<file path="config.mk">
export PLATFORM = sky130hd
export DESIGN_NAME = pattern_detector
export DESIGN_NICKNAME = d
export VERILOG_FILES = /design/src/rtl/pattern_detector.sv
export SDC_FILE = /design/constraint.sdc
export NUM_CORES = 1
export LEC_CHECK = 0
export CORE_MARGIN = 2
export CORE_UTILIZATION = 25
export DETAILED_ROUTE_END_ITERATION = 8
export HOLD_SLACK_MARGIN = 0.02
export MAX_ROUTING_LAYER = met4
export PLACE_DENSITY = 0.53
export SLEW_MARGIN = 20
export SYNTH_ARGS = -nofsm -noshare
export SYNTH_HDL_FRONTEND = slang
export SYNTH_SLANG_ARGS = --single-unit
</file>
<file path="constraint.sdc">
create_clock -name clock -period 2.2 [get_ports clock]
set_input_delay 0.44 -clock clock [delete_from_list [all_inputs] [get_ports clock]]
set_output_delay 0.44 -clock clock [all_outputs]
set_load 0.05 [all_outputs]
</file>
<file path="src/rtl/pattern_detector.sv">
// Serial bit-pattern detector: shifts a sampled bit stream into a history register and
// flags when the most recent PATTERN_WIDTH samples equal PATTERN (Moore or Mealy output).
module pattern_detector #(
    parameter int                       PATTERN_WIDTH = 4,
    parameter logic [PATTERN_WIDTH-1:0] PATTERN       = 4'b1101,
    parameter int                       MEALY         = 0,
    parameter int                       OVERLAP       = 1,
    parameter int                       COUNT_WIDTH   = 8
) (
    input  logic                                 clock,
    input  logic                                 reset,
    input  logic                                 enable,
    input  logic                                 a,
    input  logic                                 clear_count,
    output logic                                 y,
    output logic [COUNT_WIDTH-1:0]               match_count,
    output logic [$clog2(PATTERN_WIDTH+1)-1:0]   fill
);

    localparam int            FW       = $clog2(PATTERN_WIDTH + 1);
    localparam logic [FW-1:0] FILL_MAX = FW'(PATTERN_WIDTH);
    localparam logic [FW-1:0] FILL_ARM = FW'(PATTERN_WIDTH - 1);

    logic [PATTERN_WIDTH-1:0] hist;
    logic [PATTERN_WIDTH-1:0] hist_next;
    logic [FW-1:0]            fill_inc;
    logic                     armed;
    logic                     hit;
    logic                     y_reg;

    assign hist_next = {hist[PATTERN_WIDTH-2:0], a};
    // Only the newest sample is outside the history, so PATTERN_WIDTH-1 held samples suffice.
    assign armed     = (fill >= FILL_ARM);
    assign hit       = armed && (hist_next == PATTERN);
    assign fill_inc  = (fill == FILL_MAX) ? FILL_MAX : fill + FW'(1);

    always_ff @(posedge clock) begin
        if (reset) begin
            hist  <= '0;
            fill  <= '0;
            y_reg <= 1'b0;
        end else if (enable) begin
            hist  <= hist_next;
            fill  <= (hit && (OVERLAP == 0)) ? '0 : fill_inc;
            y_reg <= hit;
        end
    end

    always_ff @(posedge clock) begin
        if (reset) begin
            match_count <= '0;
        end else if (clear_count) begin
            match_count <= '0;
        end else if (enable && hit && (match_count != '1)) begin
            match_count <= match_count + COUNT_WIDTH'(1);
        end
    end

    assign y = (MEALY != 0) ? hit : y_reg;

endmodule

</file>
==> results of run 1 <==
==> cell usage in the layout (no fill, tap or decap) <==
| cell | Yosys | final |
|---|---|---|
| sky130_fd_sc_hd__or4_1 | 1 | 1 |
| sky130_fd_sc_hd__o21ai_0 | 4 | 4 |
| sky130_fd_sc_hd__nand3_4 | 1 | 1 |
| sky130_fd_sc_hd__dfxtp_1 | 15 | 15 |
| sky130_fd_sc_hd__o311ai_0 | 3 | 3 |
| sky130_fd_sc_hd__or2_2 | 1 | 1 |
| sky130_fd_sc_hd__buf_4 | 0 | 2 |
| sky130_fd_sc_hd__or3_2 | 1 | 1 |
| sky130_fd_sc_hd__or3_1 | 1 | 1 |
| sky130_fd_sc_hd__clkdlybuf4s50_1 | 0 | 16 |
| sky130_fd_sc_hd__o41ai_1 | 3 | 3 |
| sky130_fd_sc_hd__nand2b_1 | 1 | 1 |
| sky130_fd_sc_hd__nor3_1 | 2 | 2 |
| sky130_fd_sc_hd__clkbuf_4 | 0 | 3 |
| sky130_fd_sc_hd__ha_1 | 4 | 4 |
| sky130_fd_sc_hd__o211ai_1 | 1 | 1 |
| sky130_fd_sc_hd__nand3_1 | 2 | 2 |
| sky130_fd_sc_hd__a211o_1 | 1 | 1 |
| sky130_fd_sc_hd__nand2_1 | 6 | 6 |
| sky130_fd_sc_hd__o31ai_1 | 2 | 2 |
| sky130_fd_sc_hd__and3_1 | 1 | 1 |
| sky130_fd_sc_hd__mux2i_1 | 6 | 6 |
| sky130_fd_sc_hd__and4b_2 | 1 | 1 |
| sky130_fd_sc_hd__nand4_1 | 2 | 2 |
| sky130_fd_sc_hd__clkbuf_1 | 3 | 1 |
| sky130_fd_sc_hd__a21oi_1 | 6 | 6 |
| sky130_fd_sc_hd__inv_1 | 6 | 6 |
| sky130_fd_sc_hd__nor2_1 | 6 | 6 |
==> synth_stat cells (all sizes together), types with 3 or more instances <==
master	number
inv	6
o21ai	4
nor2	6
o41ai	3
o311ai	3
ha	4
dfxtp	15
nand3	3
nand2	6
mux2i	6
clkbuf	3
a21oi	6
==> where the power goes <==
| group | total, uW | internal (uW) | switching (uW) |
|---|---|---|---|
| clock network | 154 | 70.2 | 84.0 |
| logic | 57.3 | 24.1 | 33.2 |
| registers | 282 | 277 | 5.26 |
| total | 494 | 371 | 122 |
==> logic make-up after synthesis <==
family                     count (synthesis)  share of synthesized area
AOI/OAI and AO/OA                         20                      0.182
adders and majority gates                  4                     0.0680
buffers and inverters                     10                     0.0612
DFF                                       15                      0.408
muxes                                      6                     0.0816
and+or+nand+nor                           26                      0.199
==> per-stage QoR <==
stage / hold slack (ns) / cell area, sq um
2_1_floorplan: 0.453 / 736
3_3_place_gp: 0.462 / 927
3_5_place_dp: 0.470 / 927
4_1_cts: 0.483 / 953
5_1_grt: 0.503 / 953
6_report: 0.480 / 953
==> worst max path at each step <==
stage / start / end / slack [ns]
3_5_place_dp: a / match_count[4] / 0.14
2_1_floorplan: fill[1] / match_count[4] / 0.21
6_report: match_count[3] / match_count[3] / 0.18
3_3_place_gp: a / match_count[4] / 0.18
4_1_cts: match_count[4] / match_count[4] / 0.18
5_1_grt: match_count[3] / match_count[3] / 0.13
==> metal layers <==
layer / wire, um / vias up / track usage
met4: 0 / 0 / 0.0498
met5: 0 / - / -
met3: 67 / 0 / 0.0223
met2: 681 / 13 / 0.157
li1: - / 335 / -
met1: 832 / 300 / 0.137
==> worst min-delay path, cell delays in order (launching register included) <==
cell                      delay (ns)
sky130_fd_sc_hd__dfxtp_1        0.32
sky130_fd_sc_hd__nand2_1        0.06
sky130_fd_sc_hd__a21oi_1        0.06
==> area by class of cell <==
class                      instances  area (sq um)
tap                               31          38.8
inverter                           6          22.5
clock buffer                       4          26.3
sequential                        15           300
multi-input combinational         56           390
fill                             291          1830
timing repair buffer              18           175
==> impl_metrics.tcl, run 1 <==
set metrics [dict create \
    finalCritPeriodShare 0.917 \
    edff_count_synth 0 \
    worstRegToRegCells 6 \
    final_instance_count_excl_fillers 130 \
    maximum_number_of_pins_on_one_net_before_global_route_repair 12 \
    timing.final.ws_setup_ns 0.182 \
    largest_reg_flops 8 \
    synth_top_cells_by_area "sky130_fd_sc_hd__dfxtp_1 (41%), sky130_fd_sc_hd__mux2i_1 (8.2%), sky130_fd_sc_hd__ha_1 (6.8%)" \
    cp-start-kind "flop" \
    finalPower_uw 494 \
    yosys_warnings 0 \
    final-hold-violation-count 0 \
    design.die.area_sq_um 3390 \
    yosysUniqueCellTypes 26 \
    mappedNetlistArea_sq_um 736 \
    r2r-start "fill[1]" \
    holdCritPathClass "reg2reg" \
    worstPathArrival_ns 1.58 \
    top_level_port_count 17 \
    remaining_antenna_violation_count 0 \
    grt_pass1_wl_mm 2.70 \
    detailedPlace.worstSlack_ns 0.142 \
    utilization 0.343 \
    tritoncts "done" \
    minimum_setup_slack_among_reg_to_reg_paths_ns 0.44 \
    grt_setup_unrepaired "no" \
    timing_max_transition_violations_final 0 \
    route.vias.total 648 \
    gr-total-overflow 0 \
    synthDominantCellAreaShare 0.408 \
    post-cts-setup-buffers 0 \
    rows 19 \
    max_clock_freq_mhz 496 \
    timing.rr.end "match_count[5]" \
    timing.final.crit_period_ns 2.02 \
    syn_inst 81 \
    synth.largest_area_cell "sky130_fd_sc_hd__dfxtp_1" \
    timing.critical_path.slowest_stage_cell "sky130_fd_sc_hd__clkdlybuf4s50_1" \
    post_synthesis_to_final_layout_area_growth_pct 29.6 \
    largestRegisters "match_count (8), fill (3), hist (3)" \
    worstPathMaxFanout 7 \
    grtUsageTotal 0.106 \
    critical_path_cell_count 1 \
    cts-root-to-sink-buffers 2 \
    registers.top_by_ff_count "match_count" \
    avgRoutedWirePerCell_um 12.2 \
    maxCapViolations 0 \
    cts-root-buf "sky130_fd_sc_hd__clkbuf_4" \
    critical_path_class "reg2out" \
    cts_inserted_buffers 3 \
    cpPeakStageDelay_ns 0.86 \
    iteration_count_of_the_initial_detailed_routing_pass 2 \
    min_delay_path_depth 2 \
    initial_core_util 0.265 \
    antenna_violations_before_repair 0 \
    outcome "completed" \
    crit_path_capture_type "primary output" \
    asr_flop_ratio_synth 0 \
    clk_latency_ns 0.27 \
    timing.critical_path.max_delay_family "buffers and inverters" \
    cts_htree_levels 1 \
    fp.dieW_um 58.2 \
    dominant_synthesized_flop_cell "sky130_fd_sc_hd__dfxtp_1" \
    routed_wirelength_mm 1.58 \
    slew_headroom 0.654 \
    path_clk_slew_ns 0.09 \
    drt-vias-per-instance 4.98 \
    dr.first_iter.drc_count 13 \
    power_density_nw_per_um2 518 \
    power.leakage_uw 0.000340 \
    synth-seq-cells 15 \
    synth.net_count 90 \
    finClkSkew_ns 0.00204 \
    fraction_of_final_layout_cells_with_drive_strength_greater_than_1 0.0909 \
    number_of_global_route_vias_before_repair 633 \
    critical_path_buf_inv_count 1 \
    drc 0 \
    setup_viol 0 \
    req_time_crit_path_ns 1.76 \
    synth-seq-area-share 0.408 \
    cts-resized-gates 0 \
    port_buffers 16 \
    cts.hold.buffers_added 0 \
    fp.dieH_um 58.2 \
    tightest_slew_ns 0.517 \
    syn-mean-instance-area_sq_um 9.08 \
    fp.coreArea_sq_um 2780 \
    dp_hpwl_mm 1.19 \
    fin_setup_tns_ns 0 \
    irDropWorstVdd_mv 0.237 \
    crit_path_cell_trace "clkdlybuf4s50_1" \
    layout.nets 109 \
    clock_sink_count 15 \
    hold_path_startpoint "y" \
    min_delay_worst_endpoint "y" \
    placed_cells_incl_taps 126 \
    antenna_cells 0 \
    place_congestion 0.695 \
]
(Power assumes the default switching activity.)
==> run 2: changes to the inputs <==
==> config.mk (replaced) <==
export PLATFORM = sky130hd
export DESIGN_NAME = pattern_detector
export DESIGN_NICKNAME = d
export VERILOG_FILES = /design/src/rtl/pattern_detector.sv
export SDC_FILE = /design/constraint.sdc
export NUM_CORES = 1
export LEC_CHECK = 0
export CORE_AREA = 2 2 39 41
export DETAILED_ROUTE_END_ITERATION = 8
export DIE_AREA = 0 0 41 43
export DONT_BUFFER_PORTS = 1
export HOLD_SLACK_MARGIN = 0.02
export MAX_ROUTING_LAYER = met4
export PLACE_DENSITY = 0.78
export SYNTH_ARGS = -nofsm -noshare
export SYNTH_HDL_FRONTEND = slang
export SYNTH_SLANG_ARGS = --single-unit
==> run 2 against run 1 <==
Effect of this change: clock power hardly changed; clock skew is 0.00072 ns higher; via count is 0.15% higher; routed wire length is 13% lower; final cell count is 16% lower; sequential share of layout area is 3.9 points higher; sequential power hardly changed; first-iteration DRC count stayed put; global-route usage is 9.4 points higher; power is 3.6% lower; setup slack better by 0.37 ns; critical endpoint is now match_count[4]; largest cell class unchanged; highest routed layer is now met4.
==> impl_metrics.tcl, run 2 (synthesized netlist as in run 1, its figures left out) <==
set metrics [dict create \
    dr.first_iter.drc_count 13 \
    fin_setup_tns_ns 0 \
    largest_reg_flops 8 \
    maxCapViolations 0 \
    global_route.peak_usage_layer "met2" \
    fp.dieW_um 41 \
    finalCritPeriodShare 0.751 \
    largestRegisters "match_count (8), fill (3), hist (3)" \
    timing.critical_path.slowest_stage_cell "sky130_fd_sc_hd__or4_1" \
    routed_wirelength_mm 1.37 \
    timing.final.crit_period_ns 1.65 \
    iteration_count_of_the_initial_detailed_routing_pass 4 \
    clk_latency_ns 0.27 \
    setup_viol 0 \
    antenna_cells 0 \
    finClkSkew_ns 0.00275 \
    maximum_number_of_pins_on_one_net_before_global_route_repair 11 \
    grtUsageTotal 0.200 \
    gr-total-overflow 0 \
    fraction_of_final_layout_cells_with_drive_strength_greater_than_1 0.204 \
    critical_path_buf_inv_count 0 \
    fp.dieH_um 43 \
    mostFrequentLayoutCell "sky130_fd_sc_hd__dfxtp_1" \
    drt-vias-per-instance 5.95 \
    cts_inserted_buffers 3 \
    utilization 0.614 \
    holdCritPathClass "in2reg" \
    clock_sink_count 15 \
    port_buffers 0 \
    cts.hold.buffers_added 0 \
    irDropWorstVdd_mv 0.312 \
    outcome "completed" \
    power_density_nw_per_um2 560 \
    crit_path_cell_trace "ha_1, ha_1, a211o_1, nand3_4, or4_1, a21oi_1" \
    grt_setup_unrepaired "no" \
    layout.nets 103 \
    num-fill-cells 129 \
    fp.coreArea_sq_um 1380 \
    worstPathArrival_ns 1.86 \
    timing.critical_path.max_delay_family "simple AND/OR/NAND/NOR gates" \
    number_of_global_route_vias_before_repair 598 \
    most-common-layout-cells "sky130_fd_sc_hd__dfxtp_1 (15), sky130_fd_sc_hd__buf_4 (12)" \
    cts-root-to-sink-buffers 2 \
    cp-start-kind "flop" \
    final-hold-violation-count 0 \
    slew_headroom 0.665 \
    cpPeakStageDelay_ns 0.52 \
    grt_pass1_wl_mm 2.37 \
    worstPathMaxFanout 10 \
    initial_core_util 0.532 \
    critical_path_class "reg2reg" \
    dp_hpwl_mm 1.06 \
    avgRoutedWirePerCell_um 12.6 \
    drc 0 \
    remaining_antenna_violation_count 0 \
    registers.top_by_ff_count "match_count" \
    tightest_slew_ns 0.502 \
    layout.area.seq_sq_um 300 \
    path_clk_slew_ns 0.09 \
    post_synthesis_to_final_layout_area_growth_pct 15.5 \
    cpMostUsedCell "sky130_fd_sc_hd__ha_1" \
    route.vias.total 649 \
    max_clock_freq_mhz 606 \
    met2_capacity_usage_during_global_routing 0.319 \
    post-cts-setup-buffers 0 \
    cts-root-buf "sky130_fd_sc_hd__clkbuf_4" \
    multi_input_area_sq_um 390 \
    tritoncts "done" \
    grt_use_met1 0.228 \
    req_time_crit_path_ns 2.41 \
    crit_path_capture_type "flop" \
    power.leakage_uw 0.000338 \
    cts_htree_levels 1 \
    cts-resized-gates 0 \
    place_congestion 0.787 \
    rows 14 \
    top_level_port_count 17 \
    timing_max_transition_violations_final 0 \
    antenna_violations_before_repair 0 \
    globalRouteMet3Util 0.0524 \
    design.die.area_sq_um 1760 \
]
## run 2: metrics by stage
step	cells	setup slack (ns)	area (sq um)	hold slack [ns]	total power, uW
3_3_place_gp	105	0.605	823	0.469	329
4_1_cts	109	0.529	850	0.220	480
5_1_grt	109	0.278	850	0.209	501
6_report	109	0.549	850	0.223	476
2_1_floorplan	81	0.211	736	0.453	327
3_5_place_dp	105	0.551	823	0.496	330
## run 2: final timing paths
check	startpoint	to	slack [ns]	depth (start not counted)
setup / recovery	fill[1]	match_count[4]	0.55	6
hold / removal	reset	hist[1]	0.22	1
setup reg to reg	fill[1]	match_count[4]	0.55	6
hold reg to reg	hist[2]	hist[2]	0.52	2
## run 2: power breakdown
group	switching, uW	internal (uW)	total, uW
clock	81.7	70.2	152
combinational	28.0	15.7	43.7
sequential	3.31	277	280
## run 2: layout make-up
class / instances / share of cell area
multi-input combinational: 56 / 0.459
sequential: 15 / 0.353
timing repair buffer: 12 / 0.106
clock buffer: 4 / 0.0309
inverter: 6 / 0.0265
tap: 16 / 0.0236
## run 2: per-layer routing
layer,vias up,part of all wire
met1,306,0.45
met5,-,0
met3,4,0.058
li1,321,-
met2,18,0.47
met4,0,0.012
